File: config.mk
export PLATFORM = sky130hd
export DESIGN_NAME = inst_fetcher
export DESIGN_NICKNAME = d
export VERILOG_FILES = /design/src/rtl/inst_fetcher.sv
export SDC_FILE = /design/constraint.sdc
export NUM_CORES = 1
export LEC_CHECK = 0
export ABC_AREA = 1
export BUFFER_PORTS_ARGS = -buffer_cell sky130_fd_sc_hd__buf_2
export CAP_MARGIN = 10
export CORE_AREA = 2 2 313 315
export DETAILED_ROUTE_END_ITERATION = 16
export DIE_AREA = 0 0 315 317
export HOLD_SLACK_MARGIN = 0.06
export PLACE_DENSITY = 0.44
export SYNTH_ARGS = -nofsm -noshare
export SYNTH_HDL_FRONTEND = slang
export SYNTH_SLANG_ARGS = --single-unit
File: constraint.sdc
create_clock -name clk_in -period 5.1 [get_ports clk_in]
set_input_delay 0.51 -clock clk_in [delete_from_list [all_inputs] [get_ports clk_in]]
set_output_delay 0.51 -clock clk_in [all_outputs]
set_load 0.02 [all_outputs]
File: src/rtl/inst_fetcher.sv
// ---------------------------------------------------------------------------
// inst_fetcher
//
// Instruction fetch stage placed directly in front of the ICache. It owns the
// architectural fetch PC, issues one fetch request at a time, applies static
// next-PC prediction to every returned instruction and buffers the results in
// a small in-order queue that the decoder drains with a valid/ready handshake.
// A clear from the ROB empties the queue and redirects fetch.
//
// Parameters
//   IQ_DEPTH  instruction queue entries (power of 2, >= 2)
//   RESET_PC  fetch PC loaded at reset
//
// Ports
//   clk_in              system clock
//   rst_in              asynchronous active-low reset
//   rdy_in              global ready; when low every register holds
//   rob_clear_up        flush/redirect request from the ROB
//   rob_new_pc          redirect target, valid with rob_clear_up
//   icache_pc           fetch address presented to the ICache
//   icache_start_fetch  fetch request to the ICache
//   icache_hit          ICache returns an instruction this cycle
//   icache_inst         returned instruction word
//   icache_inst_addr    address of the returned instruction
//   dec_ready           decoder can accept one instruction
//   if_valid            queue head is valid
//   if_inst             queue head instruction
//   if_pc               queue head PC
//   if_pred_taken       queue head was predicted taken
//   if_pred_pc          predicted next PC for the queue head
// ---------------------------------------------------------------------------
module inst_fetcher #(
  parameter int          IQ_DEPTH = 4,
  parameter logic [31:0] RESET_PC = 32'h0
) (
  input  logic        clk_in,
  input  logic        rst_in,
  input  logic        rdy_in,
  input  logic        rob_clear_up,
  input  logic [31:0] rob_new_pc,
  output logic [31:0] icache_pc,
  output logic        icache_start_fetch,
  input  logic        icache_hit,
  input  logic [31:0] icache_inst,
  input  logic [31:0] icache_inst_addr,
  input  logic        dec_ready,
  output logic        if_valid,
  output logic [31:0] if_inst,
  output logic [31:0] if_pc,
  output logic        if_pred_taken,
  output logic [31:0] if_pred_pc
);

  localparam int PTR_W = $clog2(IQ_DEPTH);
  localparam int CNT_W = PTR_W + 1;
  localparam logic [CNT_W-1:0] FULL_COUNT = CNT_W'(IQ_DEPTH);

  localparam logic [6:0] OPC_JAL    = 7'b1101111;
  localparam logic [6:0] OPC_BRANCH = 7'b1100011;

  typedef enum logic [1:0] {
    FETCH = 2'd0,
    STALL = 2'd1,
    FLUSH = 2'd2
  } state_t;

  state_t            state;
  state_t            state_next;
  logic              start_req;
  logic [31:0]       pc;
  logic [PTR_W-1:0]  head;
  logic [PTR_W-1:0]  tail;
  logic [CNT_W-1:0]  count;
  logic [CNT_W-1:0]  count_next;

  logic [31:0]       q_inst     [IQ_DEPTH];
  logic [31:0]       q_pc       [IQ_DEPTH];
  logic              q_taken    [IQ_DEPTH];
  logic [31:0]       q_pred_pc  [IQ_DEPTH];

  logic              accept;
  logic              pop_fire;
  logic              pred_taken;
  logic [31:0]       pred_pc;
  logic [31:0]       imm_j;
  logic [31:0]       imm_b;

  // Static prediction on the word coming back from the ICache. JAL targets
  // are always taken; conditional branches are taken only when the offset is
  // negative (sign bit set), the classic backward-taken/forward-not-taken
  // heuristic. Everything else, JALR included, falls through to pc+4.
  always_comb begin
    imm_j      = {{12{icache_inst[31]}}, icache_inst[19:12], icache_inst[20],
                  icache_inst[30:21], 1'b0};
    imm_b      = {{20{icache_inst[31]}}, icache_inst[7], icache_inst[30:25],
                  icache_inst[11:8], 1'b0};
    pred_taken = 1'b0;
    pred_pc    = pc + 32'd4;
    if (icache_inst[6:0] == OPC_JAL) begin
      pred_taken = 1'b1;
      pred_pc    = pc + imm_j;
    end else if (icache_inst[6:0] == OPC_BRANCH && icache_inst[31]) begin
      pred_taken = 1'b1;
      pred_pc    = pc + imm_b;
    end
  end

  // start_req is the registered image of "state == FETCH"; gating acceptance
  // with it guarantees a hit is only taken while a request is on the bus.
  // A clear wins over both push and pop, so neither fires in that cycle.
  always_comb begin
    accept   = rdy_in && !rob_clear_up && start_req && icache_hit &&
               (icache_inst_addr == pc);
    pop_fire = rdy_in && !rob_clear_up && if_valid && dec_ready;
  end

  // Occupancy after this cycle; a simultaneous push and pop cancel out.
  always_comb begin
    count_next = count;
    if (accept && !pop_fire) begin
      count_next = count + 1'b1;
    end else if (!accept && pop_fire) begin
      count_next = count - 1'b1;
    end
  end

  // Next-state logic. Filling the last slot parks the fetcher in STALL until
  // the decoder frees an entry; FLUSH is a single dead cycle after a clear.
  always_comb begin
    state_next = state;
    if (rob_clear_up) begin
      state_next = FLUSH;
    end else begin
      case (state)
        FETCH: begin
          if (accept && count_next == FULL_COUNT) begin
            state_next = STALL;
          end
        end
        STALL: begin
          if (count_next < FULL_COUNT) begin
            state_next = FETCH;
          end
        end
        FLUSH: begin
          state_next = FETCH;
        end
        default: begin
          state_next = FETCH;
        end
      endcase
    end
  end

  // All architectural state. Nothing moves while rdy_in is low. The request
  // strobe is registered from the next state so it stays glitch-free and is
  // low throughout reset.
  always_ff @(posedge clk_in or negedge rst_in) begin
    if (!rst_in) begin
      state     <= FETCH;
      start_req <= 1'b0;
      pc        <= RESET_PC;
      head      <= '0;
      tail      <= '0;
      count     <= '0;
      for (int i = 0; i < IQ_DEPTH; i++) begin
        q_inst[i]    <= '0;
        q_pc[i]      <= '0;
        q_taken[i]   <= 1'b0;
        q_pred_pc[i] <= '0;
      end
    end else if (rdy_in) begin
      state     <= state_next;
      start_req <= (state_next == FETCH);
      if (rob_clear_up) begin
        pc    <= rob_new_pc;
        head  <= '0;
        tail  <= '0;
        count <= '0;
      end else begin
        count <= count_next;
        if (pop_fire) begin
          head <= head + 1'b1;
        end
        if (accept) begin
          q_inst[tail]    <= icache_inst;
          q_pc[tail]      <= pc;
          q_taken[tail]   <= pred_taken;
          q_pred_pc[tail] <= pred_pc;
          tail            <= tail + 1'b1;
          pc              <= pred_pc;
        end
      end
    end
  end

  // ICache request side.
  assign icache_pc          = pc;
  assign icache_start_fetch = start_req;

  // Decoder side: the queue head is presented directly.
  assign if_valid      = (count != '0);
  assign if_inst       = q_inst[head];
  assign if_pc         = q_pc[head];
  assign if_pred_taken = q_taken[head];
  assign if_pred_pc    = q_pred_pc[head];

endmodule

==> impl_metrics.tcl, run 1 <==
set metrics [dict create \
    status "finished clean" \
    vias 22600 \
    hold_class "primary input to flip-flop" \
    fp.dieW_um 315 \
    die_y_um 317 \
    ys_types 42 \
    synth_area_leaders "dfrtp_1 (45%), nand2_1 (14%), o21ai_0 (7.6%), o21ai_1 (5.5%), nor2_1 (5.5%)" \
    fin_ws_ns 1.27 \
    core_area_mm2 0.0963 \
    postCtsResizedCells 0 \
    grt_max_degree 194 \
    synth_edf_count 0 \
    overflow 0 \
    yosysSeqAreaShare 0.445 \
    pre_cts_slack_ns 1.56 \
    clk_pin_slew_ns 0.06 \
    crit_path_max_fanout 46 \
    tns_ns 0 \
    drc 0 \
    holdBufCountCts 1 \
    antenna_found_initial 3 \
    yosysWarnings 0 \
    slowest_delay_ns 0.86 \
    ys_top_cells_by_count "nand2_1 (874), dfrtp_1 (426), o21ai_0 (365), nor2_1 (352), o21ai_1 (265)" \
    setup_viol 0 \
    slew_headroom 0.332 \
    h-tree-depth 2 \
    postCtsSetupBuffers 0 \
    finish.utilization 0.289 \
    cp.required_ns 4.59 \
    synth.top_cell.area_share 0.445 \
    synth_area_per_cell_um2 7.40 \
    slew_violations 0 \
    gp_congestion 0.931 \
    drt_first_pass_iters 5 \
    fin_crit_ns 3.83 \
    drt_iter0_markers 2041 \
    area_growth_pct 16.2 \
    cp.arrival_ns 3.32 \
    cap_violations 0 \
    tritoncts "done" \
    tightest_slew_ns 1.00 \
    critPathKind "flip-flop to primary output" \
    synth_seq_cells 426 \
    postRouteAntennaNets 0 \
    root_buffer "clkbuf_16" \
    fmax_ghz 0.261 \
    grt_usage 0.194 \
    synth_flop_cell "dfrtp_1" \
    ir_drop_v 0.000221 \
    grt_setup_unrepaired "no" \
    dp_hpwl_mm 69.0 \
    async_reset_ff_frac 1.00 \
    first_global_vias 21700 \
    synth_nets 3391 \
    start_util 0.249 \
    power.density_mw_per_mm2 358 \
    finClkSkew_ns 0.0398 \
    routed_wl_mm 97.8 \
    fin_nets 3529 \
    p_leak_uw 0.0135 \
    cp-start-kind "flip-flop" \
    slowest_stage "clkinv_2" \
    fin_crit_sh 0.751 \
    cts_buffers 52 \
    die_area_mm2 0.0999 \
    num_antenna_cells 0 \
    synthCells 3236 \
    power_uw 9970 \
    clk_latency_ns 0.61 \
    clock_sinks 426 \
    port-buffer-count 232 \
    grt_pass1_wl_mm 146 \
    clockBufferDepth 3 \
    io_pins 233 \
    path_cells "clkinv_2 -> buf_12 -> o21ai_0 -> o22ai_1 -> buf_2" \
    drive_above_1_share 0.118 \
    nFillCells 10700 \
    avgRoutedWirePerCell_um 20.9 \
    synth_area_mm2 0.0239 \
    yosysMostFrequentCell "nand2_1" \
    endpoint_kind "primary output" \
    rows 114 \
    via_per_inst 4.81 \
    hold_violations 0 \
    synth_top_area_cell "dfrtp_1" \
]
## through the flow
step	hold slack (ns)	std cells	cell area (um^2)
after floorplan	0.214	3236	23900
after global placement	0.461	4595	26100
after detailed placement	0.461	4595	26100
after CTS	0.123	4691	27800
after global routing	0.159	4691	27800
final	0.150	4691	27800
## worst paths after layout
| path | start | to | slack (ns) | depth (start not counted) |
|---|---|---|---|---|
| max | head[1] | if_pred_pc[14] | 1.27 | 5 |
| min | rob_new_pc[0] | icache_pc[0] | 0.15 | 3 |
| max reg2reg | icache_pc[2] | q_pred_pc[63] | 1.45 | 17 |
| min reg2reg | q_pred_pc[51] | q_pred_pc[51] | 0.47 | 2 |
| max in group asynchronous | rst_in | q_pred_pc[44] | 3.43 | 3 |
| min in group asynchronous | rst_in | q_pc[90] | 0.51 | 2 |
## layout by cell type, fill, tap and decap left out, types with 10 or more instances in the layout
master     count
buf_2        231
o22ai_1      103
o211ai_1      10
xnor2_1       11
clkbuf_16     52
nor2_1       352
dfrtp_1      424
inv_1        184
clkbuf_8      13
buf_4         23
inv_2         20
nor3_1        26
clkinv_2      11
o21ai_1      265
ha_1          51
xor2_1        30
o21ai_0      365
nand4_1       21
a21oi_1      113
nand2_1      874
nand3_1      132
## power breakdown
group	switching [uW]	total, uW	internal, uW
Combinational	1870	2570	703
Sequential	176	3600	3430
Clock	1570	3790	2220
Total	3620	9970	6350
## registers in the layout (all words and copies together) (netlist names)
| signal | flops |
|---|---|
| q_inst | 128 |
| state | 2 |
| icache_pc | 32 |
| q_pc | 128 |
| icache_start_fetch | 1 |
| tail | 2 |
| head | 2 |
| q_taken | 4 |
| q_pred_pc | 124 |
| count | 3 |
## cells by family (layout without fill, tap and decap cells)
| group | count (synthesis) | after routing | synth area share |
|---|---|---|---|
| buf+inv | 390 | 569 | 0.0749 |
| xor+xnor | 41 | 41 | 0.0150 |
| fa+ha+maj | 53 | 53 | 0.0283 |
| compound gates | 881 | 881 | 0.193 |
| simple gates | 1445 | 1445 | 0.243 |
| flops | 426 | 426 | 0.445 |
## metal layers
layer	track usage	share of wire
met1	0.277	0.47
met2	0.309	0.45
met3	0.0244	0.049
met4	0.0472	0.023
met5	0	0.00025
## cell type report
class	instances	area [um^2]	share of cell area
clock buffer	74	1510	0.0544
clock inverter	21	216	0.00778
inverter	210	815	0.0293
multi-input combinational	2420	11500	0.413
sequential	426	10700	0.384
tap	1276	1600	0.0574
timing repair buffer	264	1510	0.0544
## critical path: cells and delay by family (launching register included)
kind | cells | cell delay [ns]
buffers and inverters | 3 | 1.57
AO/OA/AOI/OAI | 2 | 0.32
flip-flops | 1 | 0.77
Power figures use the tool's default switching activity.
==> run 2: changes to the inputs <==
==> constraint.sdc (replaced) <==
create_clock -name clk_in -period 3.6 [get_ports clk_in]
set_input_delay 0.36 -clock clk_in [delete_from_list [all_inputs] [get_ports clk_in]]
set_output_delay 0.36 -clock clk_in [all_outputs]
set_load 0.02 [all_outputs]
==> run 2 against run 1 <==
Compared with the run above: first-iteration DRC count is 2.6% higher; register-to-register slack worse by 1.0 ns; cell count increased by 1.3%; largest power group unchanged; routed wire length up 0.92%; combinational power up 47%; flip-flop and latch count unchanged; via count is 1.5% higher; die area stayed put; core utilization increased by 0.67 points; worst setup slack got worse by 0.84 ns; sequential power increased by 41%; clock power up 41%.
==> impl_metrics.tcl, run 2 (synthesis results as in run 1) <==
set metrics [dict create \
    status "finished clean" \
    tightest_slew_ns 0.840 \
    start_util 0.249 \
    clk_pin_slew_ns 0.06 \
    clockBufferDepth 3 \
    root_buffer "clkbuf_16" \
    fp.dieW_um 315 \
    slew_headroom 0.440 \
    cap_violations 0 \
    drt_first_pass_iters 6 \
    final_cell_mix "nand2_1 (874), dfrtp_1 (424), o21ai_0 (365)" \
    fin_crit_sh 0.879 \
    nFillCells 10700 \
    cts_buffers 52 \
    top_regs "q_inst: 128 flops, q_pc: 128 flops, q_pred_pc: 124 flops" \
    dp_hpwl_mm 72.0 \
    grt_usage 0.194 \
    finClkSkew_ns 0.0238 \
    antenna_found_initial 4 \
    drive_above_1_share 0.127 \
    h-tree-depth 2 \
    grt_max_degree 91 \
    io_pins 233 \
    clk_latency_ns 0.63 \
    gp_congestion 0.943 \
    rows 114 \
    port-buffer-count 232 \
    p_leak_uw 0.0138 \
    drc 0 \
    core_area_mm2 0.0963 \
    hold_violations 0 \
    fin_nets 3594 \
    slew_violations 0 \
    power.density_mw_per_mm2 499 \
    ir_drop_v 0.000345 \
    finish.utilization 0.296 \
    die_area_mm2 0.0999 \
    critPathKind "flip-flop to flip-flop" \
    fmax_ghz 0.316 \
    first_global_vias 21600 \
    grt_pass1_wl_mm 146 \
    drt_iter0_markers 2094 \
    tns_ns 0 \
    cp.arrival_ns 3.66 \
    setup_viol 0 \
    endpoint_kind "flip-flop" \
    cp-start-kind "flip-flop" \
    overflow 0 \
    grt_setup_unrepaired "no" \
    via_per_inst 4.82 \
    vias 22900 \
    tritoncts "done" \
    area_growth_pct 18.9 \
    layout_commonest_cell "nand2_1" \
    die_y_um 317 \
    fin_crit_ns 3.17 \
    crit_path_max_fanout 52 \
    hold_class "primary input to flip-flop" \
    routed_wl_mm 98.7 \
    cp.required_ns 4.09 \
    postRouteAntennaNets 0 \
    clock_sinks 426 \
    avgRoutedWirePerCell_um 20.8 \
]
==> run 2: changes by cell type in the layout (fill, tap and decap cells not counted), sizes merged <==
cell / before / now
diode: 0 / 3
dlygate4sd3: 1 / 19
clkbuf: 74 / 75
clkinv: 14 / 11
inv: 213 / 209
clkinvlp: 1 / 2
buf: 263 / 310
==> run 2: worst max-delay path, stage by stage, from the launching register on <==
cell and delay [ns]:
dfrtp_1 0.72, inv_1 0.37, nand2_1 0.16, nand2_1 0.06, nor2_1 0.10, nand2_1 0.06, nor2_1 0.08, nand2_1 0.08
nor2_2 0.16, nand2_4 0.15, nor2_4 0.27, inv_6 0.24, buf_4 0.35, nand2_1 0.09, o21ai_0 0.08
==> run 2: per-stage QoR <==
stage	setup slack [ns]	hold slack, ns	power (uW)	instance area [um^2]	std cells
2_1_floorplan	1.00	0.0644	7250	23900	3236
3_3_place_gp	0.451	0.461	8960	26500	4642
3_5_place_dp	0.430	0.461	8930	26500	4642
4_1_cts	0.450	0.0615	14400	28500	4751
5_1_grt	0.189	0.0916	14900	28500	4752
6_report	0.434	0.0835	14200	28500	4754
==> run 2: area by class of cell <==
cell class,instances,area (um^2),area share
clock inverters,15,216,0.00761
flip-flops and latches,426,10700,0.375
clock buffers,75,1520,0.0533
repair buffers,329,2150,0.0754
multi-input cells,2420,11500,0.404
inverters,210,815,0.0286
diodes,3,7.51,0.000264
well taps,1276,1600,0.0561
==> run 2: path summary, 6_finish.rpt <==
path,start,endpoint,slack [ns],cells after the start
hold / removal,rob_new_pc[28],icache_pc[28],0.08,5
hold reg to reg,q_pred_pc[56],q_pred_pc[56],0.47,2
setup / recovery,icache_pc[19],q_inst[16],0.43,14
setup reg to reg,icache_pc[19],q_inst[16],0.43,14
max in group asynchronous,rst_in,q_inst[55],2.20,3
min in group asynchronous,rst_in,icache_pc[0],0.37,2
==> run 2: repair_timing <==
| item | CTS | global route |
|---|---|---|
| setup buffers | 0 | 0 |
| hold buffers | 19 | 0 |
| hold endpoints to repair | 113 | 0 |
| gates resized for setup | 0 | 0 |
==> run 2: metal layers <==
metal / share of wire / wire (um) / up-vias / track usage
met1: 0.46 / 45900 / 11000 / 0.274
met4: 0.021 / 2110 / 2 / 0.0456
met3: 0.058 / 5730 / 105 / 0.0303
met2: 0.46 / 45000 / 660 / 0.311
li1: - / - / 11200 / -
met5: 0.00013 / 13 / - / 0
==> run 2: report_power, final <==
group	internal, uW	leakage, uW	switching (uW)
registers	4860	0.00588	217
clock network	3140	0.000846	2200
logic	1080	0.00710	2700
total	9080	0.0138	5110
==> run 3: changes to the inputs <==
--- a/config.mk
+++ b/config.mk
@@ -13,6 +13,7 @@
 export DIE_AREA = 0 0 315 317
 export HOLD_SLACK_MARGIN = 0.06
 export PLACE_DENSITY = 0.44
+export SKIP_LAST_GASP = 1
 export SYNTH_ARGS = -nofsm -noshare
 export SYNTH_HDL_FRONTEND = slang
 export SYNTH_SLANG_ARGS = --single-unit
==> constraint.sdc (replaced) <==
create_clock -name clk_in -period 3.6 [get_ports clk_in]
set_input_delay 0.36 -clock clk_in [delete_from_list [all_inputs] [get_ports clk_in]]
set_output_delay 0.36 -clock clk_in [all_outputs]
set_load 0.01 [all_outputs]
==> run 3 against run 2 <==
Compared with the run above: routed wire length increased by 0.50%; combinational power fell by 5.3%; register-to-register slack lost 0.08 ns; core utilization rose by 0.056 points; largest cell class unchanged; die area unchanged; via count shrank 0.22%.
==> impl_metrics.tcl, run 3 (synthesis results as in run 1) <==
set metrics [dict create \
    fin_nets 3594 \
    hold_ws_ns 0.0930 \
    layout_commonest_cell "nand2_1" \
    tightest_slew_ns 1.01 \
    crit_path_max_fanout 7 \
    post-place-cells 4641 \
    root_buffer "clkbuf_16" \
    critPathKind "flip-flop to flip-flop" \
    final_cell_count_no_fill 4757 \
    port-buffer-count 232 \
    endpoint_kind "flip-flop" \
    slowest_stage "dfrtp_1" \
    setup_viol 0 \
    postCtsResizedCells 0 \
    routed_wl_mm 99.2 \
    area_growth_pct 19.1 \
    vias 22900 \
    status "finished clean" \
    rows 114 \
    final_area_mm2 0.0285 \
    cts_buffers 53 \
    cp_common_cell "nand2_1" \
    die_area_mm2 0.0999 \
    fin_crit_ns 3.25 \
    slowest_delay_ns 0.54 \
    cp.required_ns 4.10 \
    drive_above_1_share 0.127 \
    ir_drop_v 0.000325 \
    overflow 0 \
    clock_sinks 426 \
    fp.dieW_um 315 \
    die_y_um 317 \
    finClkSkew_ns 0.0142 \
    final_cell_mix "nand2_1 (874), dfrtp_1 (424), o21ai_0 (365)" \
    postRouteAntennaNets 0 \
    p_leak_uw 0.0139 \
    place_area_mm2 0.0265 \
    grt_max_degree 121 \
    fin_crit_sh 0.902 \
    holdBufCountCts 19 \
    hold_violations 0 \
    clockBufferDepth 3 \
    grt_usage 0.195 \
    drt_first_pass_iters 7 \
    tns_ns 0 \
    clk_pin_slew_ns 0.06 \
    drc 0 \
    via_per_inst 4.81 \
    start_util 0.249 \
    drt_iter0_markers 1929 \
    first_global_vias 21900 \
    h-tree-depth 2 \
    cp-start-kind "flip-flop" \
    dp_hpwl_mm 71.3 \
    cp.arrival_ns 3.74 \
    nFillCells 10600 \
    path_cells "ha_1 -> inv_1 -> o31ai_1 -> nand3_1 -> nand2_1 -> nand2_1 -> nand2_1 -> nor2_1 -> o21ai_0 -> o21ai_0 -> o21ai_1 -> nand2_1" \
    fmax_ghz 0.308 \
    hold_class "primary input to flip-flop" \
    cap_violations 0 \
    postCtsSetupBuffers 0 \
    core_area_mm2 0.0963 \
    top_regs "q_inst: 128 flops, q_pc: 128 flops, q_pred_pc: 124 flops" \
    clk_latency_ns 0.61 \
    io_pins 233 \
    slew_headroom 0.329 \
    slew_violations 0 \
    antenna_found_initial 4 \
    avgRoutedWirePerCell_um 20.9 \
    grt_pass1_wl_mm 147 \
    grt_setup_unrepaired "no" \
    tritoncts "done" \
    gp_congestion 0.960 \
    power.density_mw_per_mm2 499 \
]
[run 3: power breakdown]
part / switching, uW / internal [uW]
Sequential: 211 / 4860
Combinational: 2510 / 1070
Clock: 2210 / 3380
[run 3: layer usage]
layer,vias up,track usage,share of wire
met4,2,0.0588,0.030
met1,10900,0.276,0.46
li1,11200,-,-
met5,-,0,0.000081
met3,132,0.0295,0.058
met2,643,0.306,0.45
[run 3: metrics by stage]
| step | total power, uW | worst slack [ns] | utilization |
|---|---|---|---|
| after floorplan | 7070 | 1.08 | - |
| after global placement | 8740 | 0.465 | 0.275 |
| after detailed placement | 8710 | 0.487 | 0.275 |
| after CTS | 14400 | 0.480 | 0.296 |
| after global routing | 14900 | 0.0314 | 0.296 |
| final | 14200 | 0.353 | 0.296 |
[run 3: worst paths after layout]
kind                                start            end  slack, ns  cells past startpoint
setup / recovery             icache_pc[3]  icache_pc[16]       0.35                     12
max in group asynchronous          rst_in    q_inst[100]       2.21                      3
hold reg to reg                  state[1]       state[1]       0.47                      2
min in group asynchronous          rst_in   icache_pc[0]       0.40                      2
setup reg to reg             icache_pc[3]  icache_pc[16]       0.35                     12
hold / removal             rob_new_pc[10]  icache_pc[10]       0.09                      3
[run 3: cell type report]
cell class                      count  area [um^2]  share of cell area
Antenna cell                        4         10.0            0.000351
Clock buffer                       79         1540              0.0542
Clock inverter                     14          249             0.00873
Inverter                          210          815              0.0286
Multi-Input combinational cell   2420        11500               0.403
Sequential cell                   426        10700               0.374
Tap cell                         1276         1600              0.0560
Timing Repair Buffer              328         2140              0.0750
[run 3: critical path: cells and delay by family, from the launching register on]
family	cells	cell delay [ns]
AOI/OAI and AO/OA	4	1.24
adders and majority gates	1	0.43
buffers and inverters	1	0.08
DFF	1	0.54
and+or+nand+nor	6	0.85
